===== src/rtl/jtag_scan_sequencer_if.sv =====
// jtag_scan_sequencer_if: host command/response handshake bundle for the JTAG scan sequencer
interface jtag_scan_sequencer_if #(
  parameter int MAX_LEN = 16,
  parameter int LEN_W   = $clog2(MAX_LEN + 1)
);
  logic               cmd_valid;
  logic               cmd_ready;
  logic               cmd_reset;
  logic               cmd_ir;
  logic [LEN_W-1:0]   cmd_len;
  logic [MAX_LEN-1:0] cmd_data;
  logic               rsp_valid;
  logic               rsp_ready;
  logic [MAX_LEN-1:0] rsp_data;
  logic               rsp_err;
  modport master (
    output cmd_valid, cmd_reset, cmd_ir, cmd_len, cmd_data, rsp_ready,
    input  cmd_ready, rsp_valid, rsp_data, rsp_err
  );
  modport slave (
    input  cmd_valid, cmd_reset, cmd_ir, cmd_len, cmd_data, rsp_ready,
    output cmd_ready, rsp_valid, rsp_data, rsp_err
  );
endinterface


===== src/rtl/jtag_scan_sequencer.sv =====
// jtag_scan_sequencer: command-driven JTAG master walking the TAP through IR/DR scans
module jtag_scan_sequencer #(
  parameter int MAX_LEN = 16,
  parameter int LEN_W   = $clog2(MAX_LEN + 1)
) (
  input  logic                 clk,
  input  logic                 rst,
  jtag_scan_sequencer_if.slave bus,
  output logic                 tck,
  output logic                 tms,
  output logic                 tdi,
  input  logic                 tdo
);
  localparam int CW = LEN_W > 3 ? LEN_W : 3;
  localparam logic [2:0] INIT = 3'd0, READY = 3'd1, TLR = 3'd2, PRE = 3'd3;
  localparam logic [2:0] SHIFT = 3'd4, POST = 3'd5, RESP = 3'd6, ERR = 3'd7;
  logic [2:0]         state_q, state_d;
  logic [CW-1:0]      cnt_q, cnt_d, last;
  logic               ir_q, ir_d, err_q, err_d;
  logic [LEN_W-1:0]   len_q, len_d;
  logic [MAX_LEN-1:0] data_q, data_d, rdat_q, rdat_d, sh_d;
  logic               tck_q, tck_d, tms_q, tms_d, tdi_q, tdi_d;
  logic               accept, bad_len;
  assign accept  = state_q == READY && bus.cmd_valid;
  assign bad_len = bus.cmd_len == '0 || bus.cmd_len > LEN_W'(MAX_LEN);
  assign last = (state_q == INIT || state_q == TLR) ? CW'(5)
              : state_q == PRE   ? (ir_q ? CW'(3) : CW'(2))
              : state_q == SHIFT ? CW'(len_q) - CW'(1)
              : CW'(1);
  always_comb begin
    state_d = state_q;
    cnt_d   = cnt_q;
    ir_d    = ir_q;
    len_d   = len_q;
    data_d  = data_q;
    rdat_d  = rdat_q;
    err_d   = err_q;
    tck_d   = 1'b0;
    case (state_q)
      READY: if (accept) begin
        ir_d    = bus.cmd_ir;
        len_d   = bus.cmd_len;
        data_d  = bus.cmd_data;
        rdat_d  = '0;
        err_d   = 1'b0;
        cnt_d   = '0;
        state_d = bus.cmd_reset ? TLR : bad_len ? ERR : PRE;
      end
      RESP: if (bus.rsp_ready) state_d = READY;
      ERR: begin
        err_d   = 1'b1;
        state_d = RESP;
      end
      default: begin
        tck_d = !tck_q;
        if (!tck_q && state_q == SHIFT) rdat_d = rdat_q | (MAX_LEN'(tdo) << cnt_q);
        if (tck_q) begin
          cnt_d = cnt_q == last ? '0 : cnt_q + 1'b1;
          if (cnt_q == last)
            state_d = state_q == INIT ? READY : state_q == PRE ? SHIFT : state_q == SHIFT ? POST : RESP;
        end
      end
    endcase
    // tms/tdi follow the bit about to be presented; unchanged while tck is high since cnt/state hold
    sh_d  = data_d >> cnt_d;
    tdi_d = state_d == SHIFT && sh_d[0];
    tms_d = (state_d == INIT || state_d == TLR) ? cnt_d != CW'(5)
          : state_d == PRE   ? (ir_d ? cnt_d < CW'(2) : cnt_d == '0)
          : state_d == SHIFT ? cnt_d == CW'(len_d) - CW'(1)
          : state_d == POST && cnt_d == '0;
  end
  always_ff @(posedge clk or posedge rst)
    if (rst) begin
      state_q <= INIT;
      cnt_q   <= '0;
      ir_q    <= 1'b0;
      len_q   <= '0;
      data_q  <= '0;
      rdat_q  <= '0;
      err_q   <= 1'b0;
      tck_q   <= 1'b0;
      tms_q   <= 1'b1;
      tdi_q   <= 1'b0;
    end else begin
      state_q <= state_d;
      cnt_q   <= cnt_d;
      ir_q    <= ir_d;
      len_q   <= len_d;
      data_q  <= data_d;
      rdat_q  <= rdat_d;
      err_q   <= err_d;
      tck_q   <= tck_d;
      tms_q   <= tms_d;
      tdi_q   <= tdi_d;
    end
  assign tck           = tck_q;
  assign tms           = tms_q;
  assign tdi           = tdi_q;
  assign bus.cmd_ready = state_q == READY;
  assign bus.rsp_valid = state_q == RESP;
  assign bus.rsp_data  = rdat_q;
  assign bus.rsp_err   = err_q;
endmodule

===== src/flat_wrapper.sv =====
// flat-port wrapper written by rule: the top's interface ports become plain ports
module jtag_scan_sequencer_flat 
#(
  parameter int MAX_LEN = 16,
  parameter int LEN_W   = $clog2(MAX_LEN + 1)
)
  (clk, rst, tck, tms, tdi, tdo, bus_cmd_valid, bus_cmd_reset, bus_cmd_ir, bus_cmd_len, bus_cmd_data, bus_rsp_ready, bus_cmd_ready, bus_rsp_valid, bus_rsp_data, bus_rsp_err);
  jtag_scan_sequencer_if #(.MAX_LEN(MAX_LEN), .LEN_W(LEN_W)) bus_i ();
  input  logic clk;
  input  logic rst;
  output logic tck;
  output logic tms;
  output logic tdi;
  input  logic tdo;
  input wire logic [$bits(bus_i.cmd_valid)-1:0] bus_cmd_valid;
  input wire logic [$bits(bus_i.cmd_reset)-1:0] bus_cmd_reset;
  input wire logic [$bits(bus_i.cmd_ir)-1:0] bus_cmd_ir;
  input wire logic [$bits(bus_i.cmd_len)-1:0] bus_cmd_len;
  input wire logic [$bits(bus_i.cmd_data)-1:0] bus_cmd_data;
  input wire logic [$bits(bus_i.rsp_ready)-1:0] bus_rsp_ready;
  output wire logic [$bits(bus_i.cmd_ready)-1:0] bus_cmd_ready;
  output wire logic [$bits(bus_i.rsp_valid)-1:0] bus_rsp_valid;
  output wire logic [$bits(bus_i.rsp_data)-1:0] bus_rsp_data;
  output wire logic [$bits(bus_i.rsp_err)-1:0] bus_rsp_err;
  assign bus_i.cmd_valid = bus_cmd_valid;
  assign bus_i.cmd_reset = bus_cmd_reset;
  assign bus_i.cmd_ir = bus_cmd_ir;
  assign bus_i.cmd_len = bus_cmd_len;
  assign bus_i.cmd_data = bus_cmd_data;
  assign bus_i.rsp_ready = bus_rsp_ready;
  assign bus_cmd_ready = bus_i.cmd_ready;
  assign bus_rsp_valid = bus_i.rsp_valid;
  assign bus_rsp_data = bus_i.rsp_data;
  assign bus_rsp_err = bus_i.rsp_err;
  jtag_scan_sequencer #(.MAX_LEN(MAX_LEN), .LEN_W(LEN_W)) u_core (.clk(clk), .rst(rst), .bus(bus_i), .tck(tck), .tms(tms), .tdi(tdi), .tdo(tdo));
endmodule

===== config.mk =====
export PLATFORM = sky130hd
export DESIGN_NAME = jtag_scan_sequencer_flat
export DESIGN_NICKNAME = d
export VERILOG_FILES = /design/src/rtl/jtag_scan_sequencer_if.sv /design/src/rtl/jtag_scan_sequencer.sv /design/src/flat_wrapper.sv
export SDC_FILE = /design/constraint.sdc
export NUM_CORES = 1
export LEC_CHECK = 0
export CAP_MARGIN = 20
export CORE_UTILIZATION = 50
export DETAILED_ROUTE_END_ITERATION = 10
export GPL_TIMING_DRIVEN = 1
export PLACE_DENSITY = 0.76
export SLEW_MARGIN = 10
export SYNTH_ARGS = -nofsm -noshare
export SYNTH_HDL_FRONTEND = slang
export SYNTH_SLANG_ARGS = --single-unit

===== constraint.sdc =====
create_clock -name clk -period 6.3 [get_ports clk]
set_input_delay 0.945 -clock clk [delete_from_list [all_inputs] [get_ports clk]]
set_output_delay 0.945 -clock clk [all_outputs]
set_load 0.01 [all_outputs]

==> results.yml <==
synthesis:
  ys_types: 59
  post_synth_most_frequent_cells: "dfrtp_1 (49), nor2_1 (33), mux2_2 (22)"
  synth.avg_cell_area_um2: 9.914
  seq_area_frac_synth_pct: 43.71
  synthDominantCellAreaShare_pct: 42.79
  ys_seq_elements: 50
  synthesis.instances: 289
  synth_area_um2: 2865
  number_of_synthesized_flops_with_an_enable_pin: 0
  synth-warning-count: 0
  synth_area_leaders: "dfrtp_1 (43%), mux2_2 (8.6%), mux2i_1 (4.5%)"
  synth_top_flop_cell: "dfrtp_1"
  netlist.top_cell.by_area: "dfrtp_1"
  ys_async_sr_fraction_pct: 100.0
  syn-num-nets: 320
  synthMostInstantiatedCell: "dfrtp_1"
floorplanning:
  die_area_um2: 6037
  initial_core_util_pct: 52.03
  die_x_um: 77.70
  fp.coreArea_um2: 5507
  num_io_pins: 50
  placementRows: 27
  die_h_um: 77.70
worst_setup_path:
  cp.buffers_inverters: 2
  cpLargestDelayFamily: "buffers and inverters"
  largest_stage_delay_worst_path_ps: 530
  critical_path_cell_count: 11
  cp.arrival_ps: 3750
  rr_startpoint: "u_core.state_q[1]"
  cp.required_ps: 6520
  reg2reg_depth: 9
  worst_setup_path_start_kind: "input port"
  reg_to_reg_critical_path_endpoint: "u_core.tms"
  critical_path_cell_list: "clkdlybuf4s50_1 -> nor4bb_4 -> buf_4 -> mux2_2 -> nor3_1 -> a311oi_1 -> o31ai_1 -> nor3_1 -> o41ai_1 -> mux2_2 -> o211ai_1"
  setup.worst_path.end_class: "flip-flop"
  r2r_setup_slack_ps: 2810
  crit_type: "in2reg"
  crit_path_top_delay_cell: "clkdlybuf4s50_1"
  cp_max_fo: 47
pwr:
  vdd_ir_drop_max_mv: 0.2355
  pwr_density_cell_nw_per_um2: 477.6
  power.switching_mw: 0.6813
  power.clock.fraction_pct: 13.4
  pint_mw: 0.9884
  total_leakage_power_nw: 1.479
  switching_share_pct: 40.80
  pwr-share-seq_pct: 34.5
  portion_of_total_power_attributed_to_combinational_logic_pct: 52.1
timing:
  period_minus_slack_ps: 3531
  max_slew.worst_pin.slew_ps: 979.9
  count_of_endpoints_failing_setup_in_the_final_report: 0
  final.period_utilization_pct: 56.04
  hold_violations: 0
  final-max-slew-violation-count: 0
  maxSlewHeadroom_pct: 34.11
  tns_ps: 0
  achievable-frequency_ghz: 0.2832
  fin_worst_skew_ps: 5.928
  grt_setup_unrepaired: "no"
routing:
  drt_wl_total_mm: 6.415
  remaining_drcs: 0
  post_drt_wl_per_cell_um: 15.96
  remaining_antenna_violation_count_after_routing: 0
  drt_pre_antenna_iters: 4
  dr_total_vias: 2285
  detail_route.vias_per_cell: 5.684
  dr.first_iter.drc_count: 181
placement:
  port_buffers: 49
  dpl_cell_area_um2: 3366
  detailed_place_hpwl_mm: 4.498
  routability_congestion_estimate: 0.7762
outcome:
  outcome: "completed"
clock_tree:
  insertion_delay_to_the_later_sink_of_the_worst_skew_pair_ps: 300
  cts_tree: "done"
  cts_inserted_buffers: 5
  ctsRootBufferMaster: "clkbuf_8"
  htree_num_levels: 2
  clkSinkCount: 50
  post_cts_resize_count: 0
  clock_tree.buffer_depth: 2
  path_clk_slew_ps: 90
  buffer_count_from_post_cts_setup_fixing: 0
  cts.hold.buffers_added: 0
min_path:
  hp-start: "u_core.data_q[14]"
  worstHoldEndpoint: "u_core.data_q[14]"
  holdPathStages: 1
  worst_hold_path_type: "reg2reg"
flow_run:
  drv_cap: 0
layout:
  num_antenna_cells: 0
  layout.filler_cells: 470
  area.growth.synth_to_final_pct: 22.01
  final_design_area_no_fill_um2: 3496
  layout-drive-gt1-share_pct: 13.03
  finalNetCount: 360
grt:
  grt_first_pass_wirelength_mm: 10.94
  grt_pass1_vias: 2302
  grt_overflow: 0
  grt_max_degree: 51
  antenna_violations_before_repair: 0
  gr-usage-all-layers_pct: 22.72
## metrics by stage
stage / power (mW) / util (%) / instances / hold slack [ps] / setup slack (ps)
after floorplan: 1.267 / - / 289 / 471.6 / 3174
after global placement: 1.425 / 61.12 / 393 / 482.0 / 2539
after detailed placement: 1.448 / 61.12 / 393 / 486.9 / 2448
after CTS: 1.675 / 63.12 / 401 / 510.6 / 2782
after global routing: 1.805 / 63.49 / 402 / 527.3 / 2453
final: 1.670 / 63.49 / 402 / 508.2 / 2769
## cell usage in the layout, fill, tap and decap left out, types with 2 or more instances in the layout
cell type and count:
a211oi_1 3, a21oi_1 19, a31oi_1 4, and2_1 3, clkbuf_8 5, clkdlybuf4s50_1 49, dfrtp_1 49, ha_1 3
inv_1 9, inv_2 2, mux2_2 22, mux2i_1 13, nand2_1 18, nand2b_1 3, nand3_1 3, nor2_1 33
nor2b_1 6, nor3_1 11, nor3b_1 3, nor4_1 2, nor4b_1 4, nor4bb_1 3, o211a_1 2, o211ai_1 6
o21a_1 3, o21ai_0 5, o21ai_1 2, o22ai_1 2, o31ai_1 3, or2_2 2, xnor2_1 6, xor2_1 2
## registers in the layout (all words and copies together), names as in the netlist
signal and cells:
u_core.bus.rsp_data 16, u_core.data_q 16, u_core.cnt_q 5, u_core.len_q 5, u_core.state_q 3, u_core.bus.rsp_err 1, u_core.ir_q 1, u_core.tck 1
u_core.tdi 1, u_core.tms 1
## power by group through the flow
| stage | clock network (mW) | registers [mW] | logic [mW] |
|---|---|---|---|
| 2_1_floorplan | 0 | 0.510 | 0.758 |
| 3_3_place_gp | 0 | 0.575 | 0.850 |
| 3_5_place_dp | 0 | 0.581 | 0.867 |
| 4_1_cts | 0.232 | 0.573 | 0.871 |
| 5_1_grt | 0.242 | 0.596 | 0.968 |
| 6_report | 0.224 | 0.576 | 0.870 |
## layout make-up
type / instances / area [um^2] / share of cell area [%]
clock buffer: 6 / 72.57 / 2.076
clock inverter: 2 / 37.54 / 1.074
inverter: 12 / 45.04 / 1.288
multi-input combinational: 209 / 1480 / 42.34
sequential: 50 / 1252 / 35.83
tap: 72 / 90.09 / 2.577
timing repair buffer: 51 / 518.0 / 14.82
## worst max-delay path by stage
stage / slack, ps / startpoint / end
after CTS: 2780 / bus_cmd_valid / u_core.tms
after global placement: 2540 / bus_cmd_valid / u_core.tms
final: 2770 / bus_cmd_valid / u_core.tms
after global routing: 2450 / u_core.state_q[1] / u_core.tms
after floorplan: 3170 / bus_cmd_valid / u_core.tms
after detailed placement: 2450 / bus_cmd_valid / u_core.tms
## kinds of logic after synthesis
logic type,Yosys count,share of synthesized area [%]
compound gates,61,14.93
fa+ha+maj,3,1.310
xor+xnor,8,2.446
flops,50,43.71
mux,35,13.19
simple gates,102,19.26
buf+inv,30,5.152
## per-layer routing
layer	vias up	routed length, um	global-route usage (%)
met5	-	0	0
met4	0	67	6.415
met3	6	228	3.294
met2	57	3149	36.55
met1	1103	2970	31.86
li1	1119	-	-
## worst register-to-register path, stage by stage, from the launching register on
cell      delay (ps)
dfrtp_1          790
nor4bb_1         600
nor3_1           110
a211oi_1         350
nand4_2          340
and3_1           330
o31a_1           310
nor3_1           290
nand4b_1         130
o211ai_1         170
Power figures use the tool's default switching activity.
